## src/rtl/aes_noc16_pkg.sv

```systemverilog
// Shared NOC16 command codes, word widths and the result-pairing FSM state type.
package aes_noc16_pkg;

    localparam logic [7:0] CMD_RK     = 8'd0;
    localparam logic [7:0] CMD_IV     = 8'd1;
    localparam logic [7:0] CMD_DATA   = 8'd2;
    localparam logic [7:0] CMD_RESULT = 8'hFF;

    localparam int unsigned WORD_W  = 64;
    localparam int unsigned BLOCK_W = 128;

    typedef enum logic [1:0] {
        ST_LOW  = 2'd0,
        ST_HIGH = 2'd1,
        ST_SKIP = 2'd2
    } pair_state_t;

endpackage

```

## src/rtl/aes_noc16_collector_sync_fifo.sv

```systemverilog
// Synchronous FIFO with registered first-word-fall-through head, level and status flags.
module sync_fifo #(
    parameter int unsigned WIDTH = 128,
    parameter int unsigned DEPTH = 4
) (
    input  logic                     clk,
    input  logic                     reset,
    input  logic                     push,
    input  logic [WIDTH-1:0]         wdata,
    input  logic                     ready,
    output logic [WIDTH-1:0]         rdata,
    output logic                     valid,
    output logic                     not_full,
    output logic [$clog2(DEPTH):0]   level
);

    localparam int unsigned AW = $clog2(DEPTH);
    localparam int unsigned LW = AW + 1;

    logic [WIDTH-1:0] mem [DEPTH];
    logic [AW-1:0]    wr_ptr;
    logic [AW-1:0]    rd_ptr;
    logic             pop_c;
    logic             push_ok_c;
    logic [AW-1:0]    rd_nxt_c;
    logic [LW-1:0]    level_nxt_c;
    logic [WIDTH-1:0] head_nxt_c;

    // Fullness uses the pre-cycle level so a same-cycle pop never frees a slot early.
    always_comb begin
        pop_c       = valid && ready;
        push_ok_c   = push && (level != LW'(DEPTH));
        rd_nxt_c    = rd_ptr + AW'(pop_c);
        level_nxt_c = level + LW'(push_ok_c) - LW'(pop_c);
        head_nxt_c  = (push_ok_c && (wr_ptr == rd_nxt_c)) ? wdata : mem[rd_nxt_c];
    end

    always_ff @(posedge clk) begin
        if (push_ok_c) begin
            mem[wr_ptr] <= wdata;
        end
    end

    always_ff @(posedge clk) begin
        if (reset) begin
            wr_ptr   <= '0;
            rd_ptr   <= '0;
            level    <= '0;
            valid    <= 1'b0;
            not_full <= 1'b1;
            rdata    <= '0;
        end else begin
            if (push_ok_c) begin
                wr_ptr <= wr_ptr + AW'(1);
            end
            rd_ptr   <= rd_nxt_c;
            level    <= level_nxt_c;
            valid    <= (level_nxt_c != '0);
            not_full <= (level_nxt_c != LW'(DEPTH));
            if (level_nxt_c != '0) begin
                rdata <= head_nxt_c;
            end
        end
    end

endmodule

```

## src/rtl/aes_noc16_collector.sv

```systemverilog
// Pairs 64-bit accelerator result words into 128-bit blocks and streams them out via a FIFO.
// Optional statistics counters are built when AES_COLLECT_STATS_EN is defined.
module aes_noc16_collector
    import aes_noc16_pkg::*;
#(
    parameter int unsigned DEPTH      = 4,
    parameter logic [7:0]  CMD_RESULT = 8'hFF
) (
    input  logic                    clk,
    input  logic                    reset,
    input  logic [63:0]             in_lo,
    input  logic [7:0]              in_cmd,
    input  logic                    in_valid,
    output logic                    in_rdy,
    output logic [127:0]            out_data,
    output logic                    out_valid,
    input  logic                    out_ready,
    output logic [$clog2(DEPTH):0]  level,
    output logic                    overflow,
    output logic                    cmd_error
`ifdef AES_COLLECT_STATS_EN
    ,
    output logic [31:0]             block_count,
    output logic [15:0]             drop_count
`endif
);

    localparam int unsigned LW = $clog2(DEPTH) + 1;

    pair_state_t       state;
    logic [WORD_W-1:0] half;
    logic              is_result_c;
    logic              full_c;
    logic              push_c;

    always_comb begin
        is_result_c = in_valid && (in_cmd == CMD_RESULT);
        full_c      = (level == LW'(DEPTH));
        push_c      = is_result_c && (state == ST_HIGH) && !full_c;
    end

`ifdef AES_COLLECT_STATS_EN
    logic drop_c;

    // Any result word not latched or pushed is a loss: full FIFO, or the partner of a lost low word.
    always_comb begin
        drop_c = is_result_c && (full_c || (state == ST_SKIP));
    end
`endif

    // Pairing FSM and sticky error flags.
    always_ff @(posedge clk) begin
        if (reset) begin
            state     <= ST_LOW;
            half      <= '0;
            overflow  <= 1'b0;
            cmd_error <= 1'b0;
        end else begin
            if (in_valid && (in_cmd != CMD_RESULT)) begin
                cmd_error <= 1'b1;
            end
            if (is_result_c) begin
                case (state)
                    ST_LOW: begin
                        if (full_c) begin
                            overflow <= 1'b1;
                            state    <= ST_SKIP;
                        end else begin
                            half  <= in_lo;
                            state <= ST_HIGH;
                        end
                    end
                    ST_HIGH, ST_SKIP: begin
                        if (full_c) begin
                            overflow <= 1'b1;
                        end
                        state <= ST_LOW;
                    end
                    default: state <= ST_LOW;
                endcase
            end
        end
    end

`ifdef AES_COLLECT_STATS_EN
    always_ff @(posedge clk) begin
        if (reset) begin
            block_count <= '0;
            drop_count  <= '0;
        end else begin
            if (push_c) begin
                block_count <= block_count + 32'd1;
            end
            if (drop_c && (drop_count != 16'hFFFF)) begin
                drop_count <= drop_count + 16'd1;
            end
        end
    end
`endif

    sync_fifo #(
        .WIDTH (BLOCK_W),
        .DEPTH (DEPTH)
    ) u_fifo (
        .clk      (clk),
        .reset    (reset),
        .push     (push_c),
        .wdata    ({in_lo, half}),
        .ready    (out_ready),
        .rdata    (out_data),
        .valid    (out_valid),
        .not_full (in_rdy),
        .level    (level)
    );

endmodule

```

## config.mk

```make
export PLATFORM = sky130hd
export DESIGN_NAME = aes_noc16_collector
export DESIGN_NICKNAME = d
export VERILOG_FILES = /design/src/rtl/aes_noc16_pkg.sv /design/src/rtl/aes_noc16_collector_sync_fifo.sv /design/src/rtl/aes_noc16_collector.sv
export SDC_FILE = /design/constraint.sdc
export NUM_CORES = 1
export LEC_CHECK = 0
export CORE_ASPECT_RATIO = 1.75
export CORE_UTILIZATION = 55
export CTS_CLUSTER_SIZE = 28
export DETAILED_ROUTE_END_ITERATION = 7
export PLACE_DENSITY_LB_ADDON = 0.05
export SLEW_MARGIN = 10
export SYNTH_ARGS = -nofsm -noshare
export SYNTH_HDL_FRONTEND = slang
export SYNTH_SLANG_ARGS = --single-unit
```

## constraint.sdc

```tcl
create_clock -name clk -period 5.95 [get_ports clk]
set_clock_uncertainty 0.1 [all_clocks]
set_input_delay 0.595 -clock clk [delete_from_list [all_inputs] [get_ports clk]]
set_output_delay 0.595 -clock clk [all_outputs]
set_load 0.05 [all_outputs]
```

==> impl_metrics.tcl <==
set metrics [dict create \
    fmax_mhz 253.9 \
    ctsHoldBuffers 0 \
    cts.clk_slew.worst_paths_ns 0.07 \
    yosys_warnings 0 \
    ys_top_cells_by_area "edfxtp_1 54%, dfxtp_1 14%, mux4_2 10%" \
    ir_drop_mv 0.4482 \
    cts_made_buffers 60 \
    worst_setup_path_end_kind "register" \
    hold_path.class "register to register" \
    wl_per_cell_um 27.30 \
    grt_max_degree 132 \
    via_count 16920 \
    drc 0 \
    syn_nets 1863 \
    p_leak_uw 0.01036 \
    core_um2 50730 \
    cts_tree "done" \
    die-area_um2 52450 \
    ys_ff_latch 717 \
    whs_ns 0.3562 \
    drtIter0Drc 1200 \
    worst_skew_pair.late_latency_ns 0.61 \
    finalInstanceArea_um2 33030 \
    overflow 0 \
    critPathArrivalTime_ns 4.35 \
    clock_path_buffers 3 \
    placed_area_um2 31000 \
    synth_flop_cell "edfxtp_1" \
    ant_nets 0 \
    maxSlewHeadroom_pct 22.49 \
    diodes 0 \
    finalHoldViolations 0 \
    fill_cells 3672 \
    synth_cell_types 36 \
    dp_hpwl_mm 36.80 \
    antenna_found_initial 0 \
    final_cell_mix "512 x edfxtp_1, 258 x nand2_1, 209 x clkdlybuf4s50_1, 205 x dfxtp_1" \
    wl_mm 72.00 \
    final-setup-viol-count 0 \
    synth_edf_count 512 \
    pin_count 211 \
    tightest_slew_ns 1.163 \
    fin_ws_ns 2.011 \
    pre_cts_ws_ns 1.479 \
    layout.nets 2004 \
    syn_area_um2 28320 \
    grt_pass1_wl_mm 109.8 \
    via_per_inst 6.416 \
    area.growth.synth_to_final_pct 16.62 \
    max-cap-violations 0 \
    cts_root_buf "clkbuf_16" \
    crit_type "register to register" \
    dr.pass1.iters 6 \
    cp.required_ns 6.36 \
    cts_resized 0 \
    grt_setup_unrepaired "no" \
    htree_levels 2 \
    port_buffers 210 \
    crit_fanout 55 \
    status "complete, no violations" \
    gp_congestion 0.7289 \
    num_rows 109 \
    die-width_um 173.5 \
    die_h_um 302.2 \
    fin_crit_sh_pct 66.19 \
    p_per_area_nw_per_um2 421.2 \
    final_common_cell "edfxtp_1" \
    avgSynthCellArea_um2 15.92 \
    slew_violations 0 \
    globalRouteTotalUtil_pct 27.81 \
    finalCriticalPeriod_ns 3.939 \
    yosys.area.top_type "edfxtp_1" \
    cp-start-kind "register" \
    drive_gt1_share_pct 19.99 \
    post_cts_buffers 0 \
    grt_pass1_vias 17877 \
    ys_async_sr_fraction_pct 0 \
    cts.sinks 717 \
    tns_ns 0 \
    synthCells 1779 \
    yosysTopAreaCellShare_pct 54.28 \
    yosysSeqAreaShare_pct 68.77 \
    start_util_pct 55.83 \
]
[layer usage]
layer	global-route usage, %	wire length (µm)
met1	35.05	28290
met2	50.17	37870
met3	3.193	4004
met4	8.871	1841
met5	0	0
[sequential cells by signal, indices dropped and copies added, names as in the netlist]
signal,flops
u_fifo.mem,512
u_fifo.rdata,128
half,64
u_fifo.level,3
state,2
u_fifo.rd_ptr,2
u_fifo.wr_ptr,2
cmd_error,1
overflow,1
u_fifo.not_full,1
u_fifo.valid,1
[critical path, stage by stage (launching register included)]
cell	delay (ns)
dfxtp_1	0.37
or3b_2	0.55
nand2_4	0.44
nor2_1	0.09
ha_1	0.22
inv_1	0.07
fa_1	0.43
nor2b_1	0.18
a21o_4	0.23
inv_4	0.41
buf_12	0.38
nand2_1	0.13
o221ai_2	0.18
[synth_stat cells, drive strengths merged (2+ instances only)]
| cell | instances |
|---|---|
| clkbuf | 120 |
| o31ai | 128 |
| nor2 | 7 |
| nand4 | 2 |
| a21oi | 69 |
| and4 | 2 |
| xnor3 | 2 |
| dfxtp | 205 |
| or4 | 2 |
| ha | 7 |
| nand3 | 67 |
| nor2b | 4 |
| mux4 | 128 |
| and3 | 4 |
| edfxtp | 512 |
| nand2 | 260 |
| and2 | 2 |
| o21ai | 66 |
| o221ai | 128 |
| inv | 8 |
| or3 | 2 |
| buf | 44 |
[cell families after synthesis]
logic type / Yosys count / share of synthesized area [%]
AO/OA/AOI/OAI: 394 / 12.47
adder cells (fa/ha/maj): 8 / 0.3799
buffers and inverters: 172 / 2.725
AND/OR/NAND/NOR: 356 / 5.257
multiplexers: 128 / 10.18
flip-flops: 717 / 68.77
XOR/XNOR: 4 / 0.2209
[per-stage QoR]
stage	utilization, %	total power [µW]	cells
2_1_floorplan	-	8633	1779
3_3_place_gp	61.11	10000	2524
3_5_place_dp	61.11	10030	2524
4_1_cts	65.11	14030	2637
5_1_grt	65.11	14410	2637
6_report	65.11	13910	2637
[worst paths after layout]
check / startpoint / endpoint / slack (ns) / depth (start not counted)
setup / recovery: u_fifo.level[1]$_SDFF_PP0_ / u_fifo.rdata[38]$_SDFFE_PP0P_ / 2.01 / 12
hold reg to reg: overflow$_SDFFE_PP0P_ / overflow$_SDFFE_PP0P_ / 0.36 / 2
hold / removal: overflow$_SDFFE_PP0P_ / overflow$_SDFFE_PP0P_ / 0.36 / 2
setup reg to reg: u_fifo.level[1]$_SDFF_PP0_ / u_fifo.rdata[38]$_SDFFE_PP0P_ / 2.01 / 12
[final cells by class]
class / instances / area (µm²) / share of cell area, %
clock buffer: 90 / 1777 / 5.379
tap: 666 / 833.3 / 2.523
sequential: 717 / 19480 / 58.97
clock inverter: 23 / 251.5 / 0.7613
inverter: 8 / 32.53 / 0.09848
multi-input combinational: 890 / 8188 / 24.79
timing repair buffer: 243 / 2472 / 7.485
[power breakdown]
| part | internal, µW | switching (µW) |
|---|---|---|
| registers | 5580 | 167 |
| logic | 1330 | 2800 |
| clock network | 2280 | 1760 |
| total | 9180 | 4730 |
Power figures use the tool's default switching activity.
